$ cat src/rtl/instruction_encode.sv
// rtl/instruction_encode.sv - two-stage RV32I instruction encoder with address assignment
//
// Purpose: turns an op index plus rd/rs1/rs2/imm fields into a 32-bit RV32I word.
//   S1 checks the fields for legality and selects the format/opcode/funct fields.
//   S2 assembles the word, gives it the next byte address, and presents it downstream.
//   A saturating counter tracks illegal words that leave S2.
//
// Ports:
//   clk, rst_n                 clock (rising edge), asynchronous active-low reset
//   in_valid / in_ready        request handshake
//   in_op[5:0]                 op index 0..39 (lui .. ebreak)
//   in_rd, in_rs1, in_rs2      register fields
//   in_imm[31:0]               signed byte-level immediate (U-type: full value)
//   out_valid / out_ready      word handshake
//   out_instr[31:0]            encoded word (zero when out_err)
//   out_addr[31:0]             byte address of this word
//   out_err                    request was illegal
//   err_count[ERRCNT_W-1:0]    saturating count of illegal words consumed

module instruction_encode #(
    parameter logic [31:0] BASE_ADDR = 32'h0000_0000,
    parameter int          ERRCNT_W  = 16
) (
    input  logic                clk,
    input  logic                rst_n,
    input  logic                in_valid,
    output logic                in_ready,
    input  logic [5:0]          in_op,
    input  logic [4:0]          in_rd,
    input  logic [4:0]          in_rs1,
    input  logic [4:0]          in_rs2,
    input  logic [31:0]         in_imm,
    output logic                out_valid,
    input  logic                out_ready,
    output logic [31:0]         out_instr,
    output logic [31:0]         out_addr,
    output logic                out_err,
    output logic [ERRCNT_W-1:0] err_count
);

    typedef enum logic [3:0] {
        FMT_U, FMT_J, FMT_I, FMT_SH, FMT_S, FMT_B, FMT_R, FMT_FENCE, FMT_SYS
    } fmt_e;

    localparam logic [6:0] OPC_LUI    = 7'b0110111;
    localparam logic [6:0] OPC_AUIPC  = 7'b0010111;
    localparam logic [6:0] OPC_JAL    = 7'b1101111;
    localparam logic [6:0] OPC_JALR   = 7'b1100111;
    localparam logic [6:0] OPC_BRANCH = 7'b1100011;
    localparam logic [6:0] OPC_LOAD   = 7'b0000011;
    localparam logic [6:0] OPC_STORE  = 7'b0100011;
    localparam logic [6:0] OPC_OPIMM  = 7'b0010011;
    localparam logic [6:0] OPC_OP     = 7'b0110011;
    localparam logic [6:0] OPC_FENCE  = 7'b0001111;
    localparam logic [6:0] OPC_SYSTEM = 7'b1110011;
    localparam logic [6:0] F7_ALT     = 7'b0100000;

    // ---------------- handshake ----------------
    logic s1_full_q, s1_full_d;
    logic s2_full_q, s2_full_d;
    logic s1_load, s2_load, s2_can_load;

    assign s2_can_load = !s2_full_q || out_ready;
    assign s2_load     = s1_full_q && s2_can_load;
    assign in_ready    = !s1_full_q || s2_can_load;
    assign s1_load     = in_valid && in_ready;

    always_comb begin
        s1_full_d = s1_full_q;
        s2_full_d = s2_full_q;
        if (s1_load)      s1_full_d = 1'b1;
        else if (s2_load) s1_full_d = 1'b0;
        if (s2_load)        s2_full_d = 1'b1;
        else if (out_ready) s2_full_d = 1'b0;
    end

    // ---------------- S1: format select and legality ----------------
    fmt_e       fmt_d;
    logic [6:0] opc_d;
    logic [2:0] f3_d;
    logic [6:0] f7_d;
    logic       brk_d;
    logic       bad_op;
    logic       err_d;
    logic       imm_i_ok, imm_b_ok, imm_j_ok, imm_u_ok, imm_sh_ok;

    // Range checks expressed as sign-extension tests on the 32-bit immediate.
    assign imm_i_ok  = (in_imm[31:11] == {21{in_imm[11]}});
    assign imm_b_ok  = (in_imm[31:12] == {20{in_imm[12]}}) && !in_imm[0];
    assign imm_j_ok  = (in_imm[31:20] == {12{in_imm[20]}}) && !in_imm[0];
    assign imm_u_ok  = (in_imm[11:0] == 12'h000);
    assign imm_sh_ok = (in_imm[31:5] == 27'd0);

    always_comb begin
        fmt_d  = FMT_SYS;
        opc_d  = OPC_SYSTEM;
        f3_d   = 3'b000;
        f7_d   = 7'b0000000;
        bad_op = 1'b0;
        brk_d  = (in_op == 6'd39);
        case (in_op)
            6'd0:  begin fmt_d = FMT_U;     opc_d = OPC_LUI;                      end
            6'd1:  begin fmt_d = FMT_U;     opc_d = OPC_AUIPC;                    end
            6'd2:  begin fmt_d = FMT_J;     opc_d = OPC_JAL;                      end
            6'd3:  begin fmt_d = FMT_I;     opc_d = OPC_JALR;                     end
            6'd4:  begin fmt_d = FMT_B;     opc_d = OPC_BRANCH; f3_d = 3'b000;    end
            6'd5:  begin fmt_d = FMT_B;     opc_d = OPC_BRANCH; f3_d = 3'b001;    end
            6'd6:  begin fmt_d = FMT_B;     opc_d = OPC_BRANCH; f3_d = 3'b100;    end
            6'd7:  begin fmt_d = FMT_B;     opc_d = OPC_BRANCH; f3_d = 3'b101;    end
            6'd8:  begin fmt_d = FMT_B;     opc_d = OPC_BRANCH; f3_d = 3'b110;    end
            6'd9:  begin fmt_d = FMT_B;     opc_d = OPC_BRANCH; f3_d = 3'b111;    end
            6'd10: begin fmt_d = FMT_I;     opc_d = OPC_LOAD;   f3_d = 3'b000;    end
            6'd11: begin fmt_d = FMT_I;     opc_d = OPC_LOAD;   f3_d = 3'b001;    end
            6'd12: begin fmt_d = FMT_I;     opc_d = OPC_LOAD;   f3_d = 3'b010;    end
            6'd13: begin fmt_d = FMT_I;     opc_d = OPC_LOAD;   f3_d = 3'b100;    end
            6'd14: begin fmt_d = FMT_I;     opc_d = OPC_LOAD;   f3_d = 3'b101;    end
            6'd15: begin fmt_d = FMT_S;     opc_d = OPC_STORE;  f3_d = 3'b000;    end
            6'd16: begin fmt_d = FMT_S;     opc_d = OPC_STORE;  f3_d = 3'b001;    end
            6'd17: begin fmt_d = FMT_S;     opc_d = OPC_STORE;  f3_d = 3'b010;    end
            6'd18: begin fmt_d = FMT_I;     opc_d = OPC_OPIMM;  f3_d = 3'b000;    end
            6'd19: begin fmt_d = FMT_I;     opc_d = OPC_OPIMM;  f3_d = 3'b010;    end
            6'd20: begin fmt_d = FMT_I;     opc_d = OPC_OPIMM;  f3_d = 3'b011;    end
            6'd21: begin fmt_d = FMT_I;     opc_d = OPC_OPIMM;  f3_d = 3'b100;    end
            6'd22: begin fmt_d = FMT_I;     opc_d = OPC_OPIMM;  f3_d = 3'b110;    end
            6'd23: begin fmt_d = FMT_I;     opc_d = OPC_OPIMM;  f3_d = 3'b111;    end
            6'd24: begin fmt_d = FMT_SH;    opc_d = OPC_OPIMM;  f3_d = 3'b001;    end
            6'd25: begin fmt_d = FMT_SH;    opc_d = OPC_OPIMM;  f3_d = 3'b101;    end
            6'd26: begin fmt_d = FMT_SH;    opc_d = OPC_OPIMM;  f3_d = 3'b101; f7_d = F7_ALT; end
            6'd27: begin fmt_d = FMT_R;     opc_d = OPC_OP;     f3_d = 3'b000;    end
            6'd28: begin fmt_d = FMT_R;     opc_d = OPC_OP;     f3_d = 3'b000; f7_d = F7_ALT; end
            6'd29: begin fmt_d = FMT_R;     opc_d = OPC_OP;     f3_d = 3'b001;    end
            6'd30: begin fmt_d = FMT_R;     opc_d = OPC_OP;     f3_d = 3'b010;    end
            6'd31: begin fmt_d = FMT_R;     opc_d = OPC_OP;     f3_d = 3'b011;    end
            6'd32: begin fmt_d = FMT_R;     opc_d = OPC_OP;     f3_d = 3'b100;    end
            6'd33: begin fmt_d = FMT_R;     opc_d = OPC_OP;     f3_d = 3'b101;    end
            6'd34: begin fmt_d = FMT_R;     opc_d = OPC_OP;     f3_d = 3'b101; f7_d = F7_ALT; end
            6'd35: begin fmt_d = FMT_R;     opc_d = OPC_OP;     f3_d = 3'b110;    end
            6'd36: begin fmt_d = FMT_R;     opc_d = OPC_OP;     f3_d = 3'b111;    end
            6'd37: begin fmt_d = FMT_FENCE; opc_d = OPC_FENCE;                    end
            6'd38: begin fmt_d = FMT_SYS;   opc_d = OPC_SYSTEM;                   end
            6'd39: begin fmt_d = FMT_SYS;   opc_d = OPC_SYSTEM;                   end
            default: bad_op = 1'b1;
        endcase
    end

    always_comb begin
        err_d = bad_op;
        case (fmt_d)
            FMT_U:        err_d = bad_op || !imm_u_ok;
            FMT_J:        err_d = bad_op || !imm_j_ok;
            FMT_I, FMT_S: err_d = bad_op || !imm_i_ok;
            FMT_B:        err_d = bad_op || !imm_b_ok;
            FMT_SH:       err_d = bad_op || !imm_sh_ok;
            default:      err_d = bad_op;
        endcase
    end

    fmt_e        s1_fmt_q;
    logic [6:0]  s1_opc_q;
    logic [2:0]  s1_f3_q;
    logic [6:0]  s1_f7_q;
    logic        s1_brk_q;
    logic        s1_err_q;
    logic [4:0]  s1_rd_q, s1_rs1_q, s1_rs2_q;
    logic [31:0] s1_imm_q;

    // ---------------- S2: word assembly ----------------
    logic [31:0] instr_d;

    always_comb begin
        instr_d = 32'h0;
        case (s1_fmt_q)
            FMT_U:     instr_d = {s1_imm_q[31:12], s1_rd_q, s1_opc_q};
            FMT_J:     instr_d = {s1_imm_q[20], s1_imm_q[10:1], s1_imm_q[11], s1_imm_q[19:12],
                                  s1_rd_q, s1_opc_q};
            FMT_I:     instr_d = {s1_imm_q[11:0], s1_rs1_q, s1_f3_q, s1_rd_q, s1_opc_q};
            FMT_SH:    instr_d = {s1_f7_q, s1_imm_q[4:0], s1_rs1_q, s1_f3_q, s1_rd_q, s1_opc_q};
            FMT_S:     instr_d = {s1_imm_q[11:5], s1_rs2_q, s1_rs1_q, s1_f3_q, s1_imm_q[4:0],
                                  s1_opc_q};
            FMT_B:     instr_d = {s1_imm_q[12], s1_imm_q[10:5], s1_rs2_q, s1_rs1_q, s1_f3_q,
                                  s1_imm_q[4:1], s1_imm_q[11], s1_opc_q};
            FMT_R:     instr_d = {s1_f7_q, s1_rs2_q, s1_rs1_q, s1_f3_q, s1_rd_q, s1_opc_q};
            FMT_FENCE: instr_d = {s1_imm_q[11:0], s1_rs1_q, 3'b000, s1_rd_q, s1_opc_q};
            // ebreak differs from ecall only in bit 20 (imm = 1).
            FMT_SYS:   instr_d = {11'b0, s1_brk_q, 13'b0, s1_opc_q};
            default:   instr_d = 32'h0;
        endcase
        if (s1_err_q) instr_d = 32'h0;
    end

    logic [31:0]         out_instr_q, out_addr_q, addr_q;
    logic                out_err_q;
    logic [ERRCNT_W-1:0] err_count_q;
    logic                err_inc;

    assign err_inc = s2_full_q && out_ready && out_err_q && (err_count_q != {ERRCNT_W{1'b1}});

    always_ff @(posedge clk or negedge rst_n) begin
        if (!rst_n) begin
            s1_full_q   <= 1'b0;
            s2_full_q   <= 1'b0;
            s1_fmt_q    <= FMT_SYS;
            s1_opc_q    <= 7'd0;
            s1_f3_q     <= 3'd0;
            s1_f7_q     <= 7'd0;
            s1_brk_q    <= 1'b0;
            s1_err_q    <= 1'b0;
            s1_rd_q     <= 5'd0;
            s1_rs1_q    <= 5'd0;
            s1_rs2_q    <= 5'd0;
            s1_imm_q    <= 32'd0;
            out_instr_q <= 32'd0;
            out_addr_q  <= 32'd0;
            out_err_q   <= 1'b0;
            addr_q      <= BASE_ADDR;
            err_count_q <= '0;
        end else begin
            s1_full_q <= s1_full_d;
            s2_full_q <= s2_full_d;
            if (s1_load) begin
                s1_fmt_q <= fmt_d;
                s1_opc_q <= opc_d;
                s1_f3_q  <= f3_d;
                s1_f7_q  <= f7_d;
                s1_brk_q <= brk_d;
                s1_err_q <= err_d;
                s1_rd_q  <= in_rd;
                s1_rs1_q <= in_rs1;
                s1_rs2_q <= in_rs2;
                s1_imm_q <= in_imm;
            end
            // Every word, legal or not, takes the next address as it enters S2.
            if (s2_load) begin
                out_instr_q <= instr_d;
                out_err_q   <= s1_err_q;
                out_addr_q  <= addr_q;
                addr_q      <= addr_q + 32'd4;
            end
            if (err_inc) begin
                err_count_q <= err_count_q + {{(ERRCNT_W-1){1'b0}}, 1'b1};
            end
        end
    end

    assign out_valid = s2_full_q;
    assign out_instr = out_instr_q;
    assign out_addr  = out_addr_q;
    assign out_err   = out_err_q;
    assign err_count = err_count_q;

endmodule

$ cat config.mk
export PLATFORM = sky130hd
export DESIGN_NAME = instruction_encode
export DESIGN_NICKNAME = d
export VERILOG_FILES = /design/src/rtl/instruction_encode.sv
export SDC_FILE = /design/constraint.sdc
export NUM_CORES = 1
export LEC_CHECK = 0
export ABC_AREA = 1
export CORE_ASPECT_RATIO = 0.5
export CORE_MARGIN = 2
export CORE_UTILIZATION = 53
export CTS_CLUSTER_DIAMETER = 50
export DETAILED_ROUTE_END_ITERATION = 7
export GPL_TIMING_DRIVEN = 1
export MAX_ROUTING_LAYER = met4
export PLACE_DENSITY_LB_ADDON = 0.15
export SKIP_LAST_GASP = 1
export SLEW_MARGIN = 25
export SYNTH_ARGS = -nofsm -noshare
export SYNTH_HDL_FRONTEND = slang
export SYNTH_SLANG_ARGS = --single-unit
$ cat constraint.sdc
create_clock -name clk -period 2.5 [get_ports clk]
set_input_delay 0.625 -clock clk [delete_from_list [all_inputs] [get_ports clk]]
set_output_delay 0.625 -clock clk [all_outputs]
set_load 0.02 [all_outputs]
After elaboration in Yosys (flattened, before gate mapping)

Cells that the tools add are included.
W data, S select, Z words.

Flip-flop bits (word level): 185
Bits of input ports: 57
Logic and storage cells: 134

Add/sub/neg operators: 2
Eq/ne operators: 56
Muxes and demuxes: 12
Reduce and logical (&&, ||, !) cells: 47

Operators with widths:

| kind                    | count |
|---|---|
| $pmux W32 S9            | 1 |
| $eq A6 B5 Y1 const B    | 16 |
| $pmux W7 S10            | 1 |
| $eq A6 B4 Y1 const B    | 8 |
| $eq A6 B6 Y1 const B    | 8 |
| $reduce_or A40 Y1       | 1 |
| $add A32 B3 Y32 const B | 1 |
| $mux W32                | 1 |
| $pmux W4 S8             | 1 |
| $logic_not A27 Y1       | 1 |
| $eq A4 B3 Y1 const B    | 6 |
| $eq A6 B3 Y1 const B    | 4 |
| $pmux W3 S7             | 1 |
| $eq A20 B20 Y1          | 1 |
| $eq A19 B19 Y1          | 1 |
| $add A16 B1 Y16 const B | 1 |
| $eq A4 B2 Y1 const B    | 4 |
| $ne A16 B16 Y1 const B  | 1 |
| $reduce_or A3 Y1        | 5 |
| $eq A6 B2 Y1 const B    | 2 |
| $logic_not A12 Y1       | 1 |
| $reduce_or A12 Y1       | 1 |
| $reduce_or A6 Y1        | 2 |
| $eq A11 B11 Y1          | 1 |
| other kinds (17)        | 47 |

Longest topological paths before layout

Gate-level depths: netlist of run 1.

Depth in word-level cells: 6
Depth in mapped cells: 14
Mapped depth without buffers: 14

Worst setup path before layout of run 1

Ideal clock, no wire load.

Path kind: input -> register
Start point: input port out_ready
End point: register s1_fmt_q[2]
Library setup time: 0.133 ns
Data arrival time: 1.765 ns
Data required time: 2.367 ns
Slack: 0.602 ns
Stages on the path: 7
Cell sequence: inv_1 nand3_1 nand2_1 inv_1 clkbuf_1 clkbuf_1 o21ai_0

Longest elaborated chain between the ends: 3

Ends and longest elaborated chain:

| what                 | RTL line | RTL |
|---|---|---|
| start, declared      | 34       | `input logic out_ready,` |
| $logic_or A1 B1 Y1   | 63       | `assign s2_can_load = !s2_full_q \|\| out_ready;` |
| $logic_or A1 B1 Y1   | 65       | `assign in_ready = !s1_full_q \|\| s2_can_load;` |
| net in_ready         | 27       | `output logic in_ready,` |
| $logic_and A1 B1 Y1  | 66       | `assign s1_load = in_valid && in_ready;` |
| end signal, assigned | 221      | `s1_fmt_q <= fmt_d;` |
| end, declared        | 158      | `fmt_e s1_fmt_q;` |

The timed path passes the listed nets, and every way through them passes these cells.
A chain may end at the register's enable or synchronous reset.

Worst setup path after layout of run 1

Start point: input port out_ready
End point: output port in_ready

Longest elaborated chain between the ends: 2

Ends and longest elaborated chain:

| what               | RTL line |
|---|---|
| $logic_or A1 B1 Y1 | 63 |
| $logic_or A1 B1 Y1 | 65 |
| end, declared      | 27 |

No other way between the ends.

==> impl_metrics.env, run 1 <==
export IMPL_status="finished, final reports clean"
export IMPL_yosys_area_top_type_share_pct=52.1
export IMPL_firstDrtPassIters=5
export IMPL_min_period_ns=2.23
export IMPL_initial_core_util_pct=53.9
export IMPL_fmax_mhz=449
export IMPL_grt_max_degree=63
export IMPL_path_max_fanout=2
export IMPL_die_area_um2=16700
export IMPL_grtUsageMet3_pct=4.84
export IMPL_first_iter_violations=538
export IMPL_worst_pin_slew_ns=0.742
export IMPL_gp_congestion=0.911
export IMPL_worstSetupPathType="in -> out"
export IMPL_final_setup_tns_ns=0
export IMPL_cts_tree="done"
export IMPL_post_route_period_util_pct=89.1
export IMPL_skew_ns=0.0102
export IMPL_yosysMostFrequentCell="nand2_1"
export IMPL_fp_row_count=32
export IMPL_crit_path_end_kind="output pin"
export IMPL_synth_edff_count=0
export IMPL_hpwl_um=16000
export IMPL_ioPinCount=140
export IMPL_cp_top_family="buffers and inverters"
export IMPL_via_per_inst=5.27
export IMPL_die_h_um=92.3
export IMPL_synth_area_leaders="dfrtp_1 52%, nand2_1 12%, o21ai_0 6.2%, inv_1 5.0%, nor2_1 3.7%"
export IMPL_fin_nets=1225
export IMPL_track_usage_pct=27.7
export IMPL_wire_per_inst_um=15.5
export IMPL_max_slew_margin_pct=50.3
export IMPL_vdd_ir_drop_max_mv=0.519
export IMPL_syn_avg_cell_area_um2=8.36
export IMPL_grt_pass1_wl_um=35500
export IMPL_hold_ws_ns=0.151
export IMPL_finalSetupViolations=0
export IMPL_cts_root_buf="clkbuf_16"
export IMPL_drtAntennaViolNets=0
export IMPL_synth_distinct_cells=45
export IMPL_drt_wl_total_um=21500
export IMPL_cpMaxStageDelayCell="clkdlybuf4s50_1"
export IMPL_core_area_um2=15300
export IMPL_drc=0
export IMPL_yosys_warnings=0
export IMPL_synth_area_leader_cell="dfrtp_1"
export IMPL_port_buffers=137
export IMPL_critPathLaunchType="primary input"
export IMPL_cp_slowest_stage_delay_ns=0.48
export IMPL_grt_use_met2_pct=43.1
export IMPL_grt_busiest_layer="met2"
export IMPL_worstPathRequired_ns=1.88
export IMPL_power_density_nw_per_um2=754
export IMPL_syn_inst=988
export IMPL_grt_overflow=0
export IMPL_die_w_um=181
export IMPL_setup_ws_ns=0.273
export IMPL_finalHoldViolCount=0
export IMPL_clkSlewWorstSetupHoldPaths_ns=0.08
export IMPL_insertion_delay_ns=0.43
export IMPL_crit_buf_inv=3
export IMPL_hold_class="in -> async"
export IMPL_drive_above_1_share_pct=10.8
export IMPL_synth_area_um2=8260
export IMPL_use_met1_pct=37.6
export IMPL_rsz0062_at_grt="false"
export IMPL_slew_viol_final=0
export IMPL_synth_seq_area_share_pct=52.4
export IMPL_cts_max_level=4
export IMPL_p_leak_uw=0.00521
export IMPL_hold_buffers=0
export IMPL_syn2layout_area_growth_pct=30.3
export IMPL_antenna_found_initial=0
export IMPL_pre_cts_slack_ns=-0.142
export IMPL_fin_util_pct=70.2
export IMPL_crit_chain="clkdlybuf4s50_1 > inv_1 > nand3_1 > dlygate4sd2_1"
export IMPL_synth_flop_cell="dfrtp_1"
export IMPL_cts_made_buffers=17
export IMPL_n_antenna_cell=0
export IMPL_vias=7284
export IMPL_clk_path_buf_depth=2
export IMPL_clkSinkCount=173
export IMPL_grt_pass1_vias=7187
export IMPL_synthArstFlopShare_pct=100
export IMPL_arrival_ns=1.60
export IMPL_synth_ff_latch_count=173
export IMPL_synth_common_cells="268 x nand2_1, 172 x dfrtp_1, 109 x inv_1, 102 x o21ai_0, 81 x nor2_1"
export IMPL_max_cap_violations=0
## area by class of cell
class / count / area [µm²]
Sequential cell: 173 / 4330
Clock inverter: 14 / 141
Fill cell: 1234 / 4570
Tap cell: 204 / 255
Clock buffer: 18 / 439
Timing Repair Buffer: 191 / 1810
Multi-Input combinational cell: 665 / 3350
Inverter: 117 / 439
## worst paths after layout
check / slack [ns] / cells after the start / from / endpoint
hold / removal: 0.15 / 1 / rst_n / err_count[14]
max in group asynchronous: 1.70 / 2 / rst_n / s1_fmt_q[3]
min in group clk: 0.46 / 2 / s1_opc_q[1] / s1_opc_q[1]
setup reg to reg: 0.52 / 11 / err_count[0] / err_count[13]
hold reg to reg: 0.46 / 2 / s1_opc_q[1] / s1_opc_q[1]
setup / recovery: 0.27 / 4 / out_ready / in_ready
## per-stage QoR
step           power, µW  std cells  instance area (µm²)
2_1_floorplan       4580        989                 8270
3_3_place_gp        5510       1350                10200
6_report            8120       1382                10800
4_1_cts             8160       1382                10800
3_5_place_dp        5550       1350                10200
5_1_grt             8530       1382                10800
## metal layers
layer | wire length [µm] | vias up
met1 | 9900 | 3475
met2 | 9970 | 219
met3 | 1190 | 37
met4 | 412 | 0
li1 | - | 3553
met5 | 0 | -
## state kept, by name (all words and copies together), names as in the netlist
register and flops:
s1_f7_q 1, out_err 1, s1_brk_q 1, s1_rs2_q 5, out_instr 31, s1_f3_q 3
out_valid 1, err_count 16, addr_q 30, s1_fmt_q 4, s1_rs1_q 5, s1_imm_q 32
s1_err_q 1, out_addr 30, s1_full_q 1, s1_opc_q 6, s1_rd_q 5
## where the power goes
| group | total, µW | switching (µW) | internal (µW) |
|---|---|---|---|
| logic | 1980 | 1140 | 832 |
| clock network | 2610 | 1250 | 1360 |
| registers | 3530 | 315 | 3210 |
## cells in the final DEF (no fill, tap or decap), types with 4 or more instances in the layout
| master | Yosys | final |
|---|---|---|
| nand2_2 | 5 | 6 |
| a22oi_1 | 13 | 13 |
| dfrtp_1 | 172 | 172 |
| inv_1 | 109 | 109 |
| o21ai_0 | 102 | 101 |
| nor2_4 | 6 | 6 |
| clkbuf_16 | 0 | 17 |
| a31oi_1 | 5 | 5 |
| a21oi_1 | 8 | 8 |
| inv_2 | 8 | 8 |
| clkdlybuf4s50_1 | 0 | 135 |
| nand3_1 | 50 | 50 |
| nand4_1 | 17 | 17 |
| xor2_1 | 33 | 33 |
| buf_4 | 3 | 51 |
| nand2_1 | 268 | 267 |
| o22ai_1 | 4 | 4 |
| nor3_2 | 5 | 5 |
| nor3_1 | 14 | 14 |
| nor2_2 | 6 | 6 |
| a221oi_1 | 7 | 7 |
| inv_6 | 0 | 7 |
| xnor2_1 | 8 | 8 |
| nor2_1 | 81 | 81 |
## worst register-to-register path, delay by kind of cell, from the launching register on
kind            cells  cell delay [ns]
simple gates        9             1.12
fa+ha+maj           1             0.21
compound gates      1             0.15
flops               1             0.40
## kinds of logic (layout without fill, tap and decap cells)
kind of cell	count (synthesis)	in the layout	share of synthesized area [%]
flops	173	173	52.4
compound gates	157	157	11.1
other cells	1	2	0.0454
xor+xnor	41	41	4.35
simple gates	462	462	24.5
fa+ha+maj	3	3	0.454
buf+inv	151	340	7.22
## repair_timing
action                     CTS  global route
gates resized for setup      1             0
setup buffers                0             0
setup endpoints to repair    1             0
No activity file was read; power rests on OpenSTA's default activity.
==> run 2: changes to the inputs <==
--- a/config.mk
+++ b/config.mk
@@ -11,7 +11,7 @@
 export CORE_UTILIZATION = 53
 export CTS_CLUSTER_DIAMETER = 50
 export DETAILED_ROUTE_END_ITERATION = 7
-export GPL_TIMING_DRIVEN = 1
+export GPL_TIMING_DRIVEN = 0
 export MAX_ROUTING_LAYER = met4
 export PLACE_DENSITY_LB_ADDON = 0.15
 export SKIP_LAST_GASP = 1
@@ -19,3 +19,4 @@
 export SYNTH_ARGS = -nofsm -noshare
 export SYNTH_HDL_FRONTEND = slang
 export SYNTH_SLANG_ARGS = --single-unit
+export TNS_END_PERCENT = 100
==> run 2 against run 1 <==
Against the previous run: cell count down 1.4%; register-to-register slack lost 0.13 ns; worst hold slack got worse by 0.051 ns; sequential power is essentially flat; wire length is 4.3% higher; sequential share of layout area up 0.84 points; non-clock buffer count decreased by 19; clock skew rose by 0.0056 ns; setup slack got worse by 0.13 ns; sequential cell count stayed put; total power barely moved; critical endpoint is now s1_rs1_q[1].
==> impl_metrics.env, run 2 (same netlist as run 1, synthesis figures left out) <==
export IMPL_status="finished, final reports clean"
export IMPL_drtAntennaViolNets=0
export IMPL_ff2ff_path_depth=7
export IMPL_grt_overflow=0
export IMPL_crit_chain="clkdlybuf4s50_1 > inv_1 > nand3_1 > nand2_1 > buf_2 > buf_1 > nand2_1 > nand2_1"
export IMPL_max_cap_violations=0
export IMPL_cts_resized=1
export IMPL_worst_path_most_repeated_cell="nand2_1"
export IMPL_final_common_cell="nand2_1"
export IMPL_power_frac_comb_pct=24.2
export IMPL_vias=7293
export IMPL_path_max_fanout=10
export IMPL_rsz0062_at_grt="false"
export IMPL_power_density_nw_per_um2=769
export IMPL_clk_path_buf_depth=2
export IMPL_gp_congestion=0.888
export IMPL_layout_common_cells="268 x nand2_1, 172 x dfrtp_1, 135 x clkdlybuf4s50_1"
export IMPL_critPathLaunchType="primary input"
export IMPL_cts_max_level=4
export IMPL_fin_nets=1206
export IMPL_clkSinkCount=173
export IMPL_p_leak_uw=0.00504
export IMPL_placed_area_um2=9950
export IMPL_largest_reg_flops=32
export IMPL_cts_setup_buffers=0
export IMPL_slew_viol_final=0
export IMPL_syn2layout_area_growth_pct=27.6
export IMPL_cp_slowest_stage_delay_ns=0.61
export IMPL_grt_pass1_wl_um=36600
export IMPL_pre_cts_slack_ns=-0.398
export IMPL_port_buffers=137
export IMPL_fin_cells=1363
export IMPL_finalSetupViolations=0
export IMPL_placed_cells=1332
export IMPL_wire_per_inst_um=16.4
export IMPL_finalHoldViolCount=0
export IMPL_ioPinCount=140
export IMPL_firstDrtPassIters=5
export IMPL_clkSlewWorstSetupHoldPaths_ns=0.08
export IMPL_grt_max_degree=69
export IMPL_skew_ns=0.0157
export IMPL_fin_area_um2=10500
export IMPL_via_per_inst=5.35
export IMPL_n_antenna_cell=0
export IMPL_max_slew_margin_pct=48.7
export IMPL_max_flop_register="s1_imm_q"
export IMPL_cpMaxStageDelayCell="buf_1"
export IMPL_cts_root_buf="clkbuf_16"
export IMPL_min_period_ns=2.35
export IMPL_drive_above_1_share_pct=7.08
export IMPL_grt_pass1_vias=7136
export IMPL_first_iter_violations=556
export IMPL_p_sw_share_pct=34.0
export IMPL_fillers=1268
export IMPL_setup_ws_ns=0.147
export IMPL_post_route_period_util_pct=94.1
export IMPL_reg2reg_slack_ns=0.39
export IMPL_vdd_ir_drop_max_mv=0.639
export IMPL_cp_top_family="buffers and inverters"
export IMPL_cts_tree="done"
export IMPL_drt_wl_total_um=22400
export IMPL_worst_pin_slew_ns=0.769
export IMPL_track_usage_pct=28.8
export IMPL_drc=0
export IMPL_hold_class="in -> async"
export IMPL_r2r_start="s1_fmt_q[0]"
export IMPL_arrival_ns=2.71
export IMPL_die_w_um=181
export IMPL_fin_util_pct=68.8
export IMPL_die_area_um2=16700
export IMPL_r2r_end="out_instr[1]"
export IMPL_p_switching_uw=2760
export IMPL_hpwl_um=16700
export IMPL_worstSetupPathDepth=8
export IMPL_p_total_uw=8110
export IMPL_worstSetupPathType="in -> reg"
export IMPL_pwr_share_clk_pct=32.2
export IMPL_initial_core_util_pct=53.9
export IMPL_crit_path_end_kind="flop"
export IMPL_seqPwrFrac_pct=43.5
export IMPL_crit_buf_inv=4
export IMPL_fmax_mhz=425
export IMPL_intPower_uw=5350
export IMPL_cts_made_buffers=17
export IMPL_insertion_delay_ns=0.43
export IMPL_die_h_um=92.3
export IMPL_core_area_um2=15300
export IMPL_fp_row_count=32
export IMPL_hold_buffers=0
export IMPL_antenna_found_initial=0
export IMPL_worstPathRequired_ns=2.86
==> run 2: cell types whose count changed in the layout (fill, tap and decap cells not counted), moves of 2 or more <==
| cell | previous run | this run |
|---|---|---|
| buf_1 | 0 | 3 |
| buf_2 | 0 | 3 |
| inv_6 | 7 | 2 |
| buf_12 | 3 | 0 |
| clkbuf_1 | 0 | 21 |
| buf_4 | 51 | 3 |
| buf_16 | 0 | 2 |
| clkinv_8 | 2 | 5 |
==> run 2: routing by layer <==
metal  GRT usage, %  vias to the layer above  share of wire, %
li1               -                     3508                 -
met5              -                        -                 0
met3           4.88                       36               5.4
met4           8.94                        0               2.2
met2           44.8                      246                46
met1           39.2                     3503                46
==> run 2: cell type report <==
cell class / count / area (µm²) / share of cell area, %
Clock buffer: 17 / 425 / 4.03
Clock inverter: 15 / 170 / 1.61
Tap cell: 204 / 255 / 2.42
Sequential cell: 173 / 4330 / 41.1
Buffer: 33 / 155 / 1.47
Multi-Input combinational cell: 665 / 3340 / 31.7
Timing Repair Buffer: 139 / 1430 / 13.6
Inverter: 117 / 439 / 4.16
==> run 2: through the flow <==
| step | setup TNS [ns] | hold WS, ns |
|---|---|---|
| 5_1_grt | 0 | 0.127 |
| 6_report | 0 | 0.0998 |
| 2_1_floorplan | 0 | 0.329 |
| 3_5_place_dp | -12.40 | 0.459 |
| 3_3_place_gp | -1069.10 | 0.433 |
| 4_1_cts | 0 | 0.115 |
==> run 2: worst reg2reg max path, stage by stage (launching register included) <==
cell	delay [ns]
dfrtp_1	0.32
clkbuf_1	0.33
nor2_1	0.12
inv_1	0.10
nor2_1	0.06
o21ai_0	0.31
buf_1	0.54
o21ai_0	0.20
==> run 2: power by group through the flow <==
stage | clock, µW | sequential, µW | combinational (µW)
finish | 2620 | 3530 | 1960
global route | 2760 | 3580 | 2160
CTS | 2630 | 3530 | 1970
detailed placement | 0 | 3570 | 1960
global placement | 0 | 3570 | 1920
floorplan | 0 | 3750 | 826
==> run 2: worst max path at each step <==
stage | from | endpoint | slack (ns)
global placement | rst_n | s1_imm_q[25] | -6.14
CTS | out_ready | s1_rs2_q[2] | 0.02
finish | out_ready | s1_rs1_q[1] | 0.15
global route | in_op[0] | s1_opc_q[6] | 0.02
floorplan | out_ready | s1_fmt_q[2] | 0.60
detailed placement | out_ready | s1_rs2_q[2] | -0.40
